File: config.mk
export PLATFORM = sky130hd
export DESIGN_NAME = bit_stream_serializer_flat
export DESIGN_NICKNAME = d
export VERILOG_FILES = /design/src/rtl/pattern_pkg.sv /design/src/rtl/bit_stream_serializer_if.sv /design/src/rtl/bit_stream_serializer.sv /design/src/flat_wrapper.sv
export SDC_FILE = /design/constraint.sdc
export NUM_CORES = 1
export LEC_CHECK = 0
export ABC_CLOCK_PERIOD_IN_PS = 1440
export CAP_MARGIN = 0
export CORE_MARGIN = 4
export CORE_UTILIZATION = 49
export DETAILED_ROUTE_END_ITERATION = 12
export GPL_TIMING_DRIVEN = 0
export PLACE_DENSITY = 0.72
export SYNTH_ARGS = -nofsm -noshare
export SYNTH_HDL_FRONTEND = slang
export SYNTH_SLANG_ARGS = --single-unit
File: constraint.sdc
create_clock -name clk -period 1.44 [get_ports clk]
set_clock_uncertainty 0.15 [all_clocks]
set_input_delay 0.216 -clock clk [delete_from_list [all_inputs] [get_ports clk]]
set_output_delay 0.216 -clock clk [all_outputs]
set_load 0.03 [all_outputs]
File: src/rtl/pattern_pkg.sv
// Constants shared between the bit-stream serializer and the downstream pattern detector.
package pattern_pkg;

    // Serializer FSM encoding
    localparam logic S_IDLE  = 1'b0;
    localparam logic S_SHIFT = 1'b1;

    // Stream symbols as seen by the detector
    localparam logic B = 1'b0;
    localparam logic C = 1'b1;

endpackage

File: src/rtl/bit_stream_serializer_if.sv
// Parallel word handshake into the serializer: data/load from the producer, ready back.
interface bit_stream_serializer_if #(
    parameter int unsigned WIDTH = 8
) ();
    logic [WIDTH-1:0] data_i;
    logic             load_i;
    logic             ready_o;

    modport master (output data_i, output load_i, input  ready_o);
    modport slave  (input  data_i, input  load_i, output ready_o);
endinterface

File: src/rtl/bit_stream_serializer.sv
// Parallel-to-serial stage feeding the pattern detector; a one-word hold register
// lets consecutive words stream out with no bubble between them.
module bit_stream_serializer
    import pattern_pkg::*;
#(
    parameter int unsigned WIDTH     = 8,
    parameter bit          MSB_FIRST = 1'b1
) (
    input  logic                     clk,
    input  logic                     rst,
    bit_stream_serializer_if.slave   bus,
    input  logic                     en_i,
    output logic                     d_o,
    output logic                     valid_o,
    output logic                     last_o,
    output logic                     busy_o
);

    localparam int unsigned     CW       = (WIDTH > 1) ? $clog2(WIDTH) : 1;
    localparam logic [CW-1:0]   CNT_LAST = CW'(WIDTH - 1);

    logic             state_q, state_d;
    logic [WIDTH-1:0] shift_q, shift_d;
    logic [WIDTH-1:0] hold_q, hold_d;
    logic             hold_full_q, hold_full_d;
    logic [CW-1:0]    cnt_q, cnt_d;
    logic             d_d, valid_d, last_d, busy_d;

    logic             accept;
    logic             cur_bit;
    logic             cnt_last;
    logic             last_emit;
    logic [WIDTH-1:0] shift_adv;

    // Hold register free and not in reset
    assign bus.ready_o = ~rst & ~hold_full_q;
    assign accept      = bus.load_i & bus.ready_o;
    assign cnt_last    = (cnt_q == CNT_LAST);
    assign last_emit   = (state_q == S_SHIFT) & en_i & cnt_last;

    always_comb begin
        cur_bit   = shift_q[0];
        shift_adv = {B, shift_q[WIDTH-1:1]};
        if (MSB_FIRST) begin
            cur_bit   = shift_q[WIDTH-1];
            shift_adv = {shift_q[WIDTH-2:0], B};
        end
    end

    // State register
    always_ff @(posedge clk) begin
        if (rst) state_q <= S_IDLE;
        else     state_q <= state_d;
    end

    // Next-state logic
    always_comb begin
        state_d = state_q;
        case (state_q)
            S_IDLE:  if (accept) state_d = S_SHIFT;
            S_SHIFT: if (last_emit && !hold_full_q && !accept) state_d = S_IDLE;
            default: state_d = S_IDLE;
        endcase
    end

    // Datapath and output next values
    always_comb begin
        shift_d     = shift_q;
        hold_d      = hold_q;
        hold_full_d = hold_full_q;
        cnt_d       = cnt_q;
        d_d         = d_o;
        valid_d     = 1'b0;
        last_d      = 1'b0;
        case (state_q)
            S_IDLE: begin
                if (accept) begin
                    shift_d = bus.data_i;
                    cnt_d   = '0;
                end
            end
            S_SHIFT: begin
                if (en_i) begin
                    d_d     = cur_bit;
                    valid_d = 1'b1;
                    last_d  = cnt_last;
                    if (cnt_last) begin
                        cnt_d = '0;
                        if (hold_full_q) begin
                            shift_d     = hold_q;
                            hold_full_d = 1'b0;
                        end else if (accept) begin
                            shift_d = bus.data_i;
                        end
                    end else begin
                        cnt_d   = cnt_q + CW'(1);
                        shift_d = shift_adv;
                    end
                end
                // Any accept not consumed directly by the shifter parks in hold
                if (accept && !(last_emit && !hold_full_q)) begin
                    hold_d      = bus.data_i;
                    hold_full_d = 1'b1;
                end
            end
            default: ;
        endcase
        busy_d = (state_d == S_SHIFT) | hold_full_d;
    end

    // Datapath and output registers
    always_ff @(posedge clk) begin
        if (rst) begin
            shift_q     <= '0;
            hold_q      <= '0;
            hold_full_q <= 1'b0;
            cnt_q       <= '0;
            d_o         <= 1'b0;
            valid_o     <= 1'b0;
            last_o      <= 1'b0;
            busy_o      <= 1'b0;
        end else begin
            shift_q     <= shift_d;
            hold_q      <= hold_d;
            hold_full_q <= hold_full_d;
            cnt_q       <= cnt_d;
            d_o         <= d_d;
            valid_o     <= valid_d;
            last_o      <= last_d;
            busy_o      <= busy_d;
        end
    end

endmodule

File: src/flat_wrapper.sv
// flat-port wrapper written by rule: the top's interface ports become plain ports
module bit_stream_serializer_flat import pattern_pkg::*;
#(
    parameter int unsigned WIDTH     = 8,
    parameter bit          MSB_FIRST = 1'b1
)
  (clk, rst, en_i, d_o, valid_o, last_o, busy_o, bus_data_i, bus_load_i, bus_ready_o);
  bit_stream_serializer_if #(.WIDTH(WIDTH)) bus_i ();
  input  logic clk;
  input  logic rst;
  input  logic en_i;
  output logic d_o;
  output logic valid_o;
  output logic last_o;
  output logic busy_o;
  input wire logic [$bits(bus_i.data_i)-1:0] bus_data_i;
  input wire logic [$bits(bus_i.load_i)-1:0] bus_load_i;
  output wire logic [$bits(bus_i.ready_o)-1:0] bus_ready_o;
  assign bus_i.data_i = bus_data_i;
  assign bus_i.load_i = bus_load_i;
  assign bus_ready_o = bus_i.ready_o;
  bit_stream_serializer #(.WIDTH(WIDTH), .MSB_FIRST(MSB_FIRST)) u_core (.clk(clk), .rst(rst), .bus(bus_i), .en_i(en_i), .d_o(d_o), .valid_o(valid_o), .last_o(last_o), .busy_o(busy_o));
endmodule
==> out/summary.txt <==
Worst path required time -> 1.52 ns
Final Setup Violations -> 20
Drt pass-1 iters -> 4
Fin nets -> 191
Clock transition at path regs -> 0.16 ns
Die width -> 60.3 um
Mux share of post-synthesis cell area -> 17.1%
Depth of the worst hold-timing path -> 2
Critical path startpoint category -> flip-flop
Slowest CP cell -> dfxtp_2
Yosys top cell by area -> dfxtp_1
FF-to-FF Start -> u_core.cnt_q[1]
Least-Margin Pin Slew -> 0.563 ns
Crit Path Category -> flip-flop to flip-flop
CTS buffer count -> 3
Synth-to-Final Area Change -> 28.7%
Lkg Pwr -> 0.723 nW
Die height -> 60.3 um
Worst-case reg-to-reg path depth -> 6
CP peak stage delay -> 0.38 ns
Tmin final -> 1.53 ns
Reg2reg end -> u_core.hold_q[6]
Total GRT Usage -> 22.8%
Net Count, Synth -> 162
Reg-to-reg slack, setup -> -0.09 ns
Gpl congestion -> 0.804
Hold Slack -> -0.0641 ns
Count of final hold-check violations -> 3
Synth area leaders -> dfxtp_1, mux2i_1, nand2_1
Post-synthesis xor/xnor area fraction -> 0%
Worst Hold Class -> primary input to flip-flop
ANT cells -> 0
Initial antenna violation count -> 0
Peak VDD IR -> 763 uV
Clk sink count -> 25
Synth unique cells -> 36
Fin Setup TNS -> -1.17 ns
Core Rows -> 18
CTS max path bufs -> 2
Die area -> 3640 sq um
Yosys top cell area share -> 37.3%
Pwr dens -> 825 nW/um^2
Hold EP -> u_core.shift_q[0]
CTS tree -> done
Crit Path Max Fanout -> 8
PnR worst setup slack -> -0.0911 ns
Vias in the first global route -> 1311
# DRC -> 0
Most frequent cells in the layout -> dfxtp_1, mux2i_1, nor2_1, buf_4, nand2_1
Predominant post-synthesis flop cell -> dfxtp_1
Root Buffer -> clkbuf_4
HPWL after DPL -> 2.22 mm
Largest family of logic cells by synthesized area -> simple AND/OR/NAND/NOR gates
Worst setup EP type -> flip-flop
Largest net degree at the start of global routing -> 16
Adder-cell share of the synthesized area -> 1.87%
Clk Latency, worst-skew pair -> 0.33 ns
Post-Route WL -> 3.54 mm
Fin area -> 1720 sq um
Register bit total from synthesis -> 25
Commonest non-fill, non-tap cell in the layout -> dfxtp_1
H-tree Lvls -> 1
Final Cycle Share -> 106%
Via count -> 1250
Seq. cell area -> 507 sq um
Vias per cell -> 6.07
Failing checks -> negative hold slack, negative setup slack
Layout cell share with drive strength beyond 1 -> 29.0%
Max Cap Viol -> 0
Ports -> 17
First-pass GRT wire length -> 6.08 mm
Mapped Cells -> 148
Placed cell area -> 1550 sq um
Unrepaired setup endpoints after global routing -> yes
Post-synthesis compound-gate area fraction -> 16.3%
Multi-input logic area -> 831 sq um
Critical path's most frequent cell -> ha_4
IO Port Bufs -> 15
Filler cell count -> 206
Proportion of synthesized chip area in sequential cells -> 37.3%
Post-DRT Antenna Nets -> 0
Async set-or-reset flop fraction in the synthesized netlist -> 0%
Crit path arrival time -> 1.61 ns
Syn_area_per_cell -> 9.05 sq um
Max Freq -> 653 MHz
Initial drt markers -> 48
Critical-path cell list -> ha_4 -> ha_4 -> nand2_4 -> nand3_4 -> mux2i_1 -> nor2_1
Hold_sp -> rst
Synthesis Warnings -> 0
DR WL/cell -> 17.2 um
Netlist Area Pre-Place -> 1340 sq um
Worst slew margin -> 62.5%
Simple-gate share of the synthesized area -> 20.8%
CORE AREA -> 2540 sq um
Initial Util -> 52.7%
Post-layout utilization of the core -> 67.7%
EDFF count, synth -> 0
Status -> finished with violations
Gr ovfl total -> 0
Final-report max-slew violation count -> 0
[synth_stat cells (3+ instances only)]
cell type  instances
o22ai_1            3
nand2_1           14
nand3_1            4
nor2_1            14
o21ai_0            5
buf_2              4
buf_6              3
a41o_1             4
nand2b_1           4
a2bb2oi_1          4
mux2i_1           15
dfxtp_1           25
nand3b_1           7
a21oi_1            8
o21ai_1            3
clkbuf_1           5
mux2_4             3
[report_power, final]
group | switching [mW] | internal [mW] | leakage (nW)
sequential | 0.0302 | 0.725 | 0.206
clock | 0.230 | 0.106 | 0.0139
combinational | 0.160 | 0.171 | 0.503
[layout make-up]
cell class	instances	share of cell area [%]
buffer	11	5.73
clock buffer	3	1.31
clock inverter	1	0.435
inverter	2	0.435
multi-input combinational	108	48.2
sequential	25	29.4
tap	30	2.18
timing repair buffer	26	12.3
[critical path, delay by kind of cell (launching register included)]
family	cells	cell delay (ns)
flip-flops	1	0.38
adder cells (fa/ha/maj)	2	0.34
AND/OR/NAND/NOR	3	0.32
multiplexers	1	0.24
[state kept, by name, summed over array words and instances (netlist names)]
register and cells:
u_core.busy_o 1, u_core.cnt_q 3, u_core.d_o 1, u_core.hold_full_q 1, u_core.hold_q 8, u_core.last_o 1
u_core.shift_q 8, u_core.state_q 1, u_core.valid_o 1
[repair_timing]
| item | 4_1_cts | 5_1_grt |
|---|---|---|
| buffers inserted | 9 | 0 |
| endpoints found under the setup margin | 25 | 26 |
| gates resized for setup | 37 | 11 |
| hold endpoints to repair | 3 | 3 |
| cloned | 2 | 0 |
| pin swaps | 14 | 6 |
[layer usage]
layer | global-route usage, % | wire, um | vias up | share of wire, %
met5 | 0 | 0 | - | 0
met4 | 13.9 | 116 | 0 | 3.3
met3 | 4.10 | 218 | 15 | 6.2
met2 | 35.8 | 1650 | 54 | 47
met1 | 28.5 | 1550 | 593 | 44
li1 | - | - | 588 | -
[how the worst max path moves through the flow]
stage,from,to,slack (ns),cells after the start
after detailed placement,bus_load_i,u_core.shift_q[5],-0.48,6
after CTS,u_core.hold_full_q,bus_ready_o,-0.12,3
after global placement,bus_load_i,u_core.shift_q[5],-0.46,6
after global routing,u_core.hold_full_q,u_core.shift_q[7],-0.17,5
after floorplan,u_core.hold_full_q,u_core.shift_q[2],-0.01,6
final,u_core.cnt_q[1],u_core.hold_q[6],-0.09,6
[cells by family (layout without fill, tap and decap cells)]
group                    after synthesis  count (layout)
flip-flops                            25              25
multiplexers                          21              21
buffers and inverters                 15              43
adder cells (fa/ha/maj)                2               2
AND/OR/NAND/NOR                       52              52
AO/OA/AOI/OAI                         33              33
[per-stage QoR]
step / hold slack, ns / power [mW] / cells / setup slack [ns]
global placement: 0.263 / 1.04 / 193 / -0.458
CTS: -0.0812 / 1.42 / 206 / -0.120
finish: -0.0641 / 1.42 / 206 / -0.0911
global route: -0.0846 / 1.51 / 206 / -0.170
detailed placement: 0.267 / 1.05 / 193 / -0.477
floorplan: 0.210 / 0.958 / 148 / -0.0135
(Power assumes the default switching activity.)
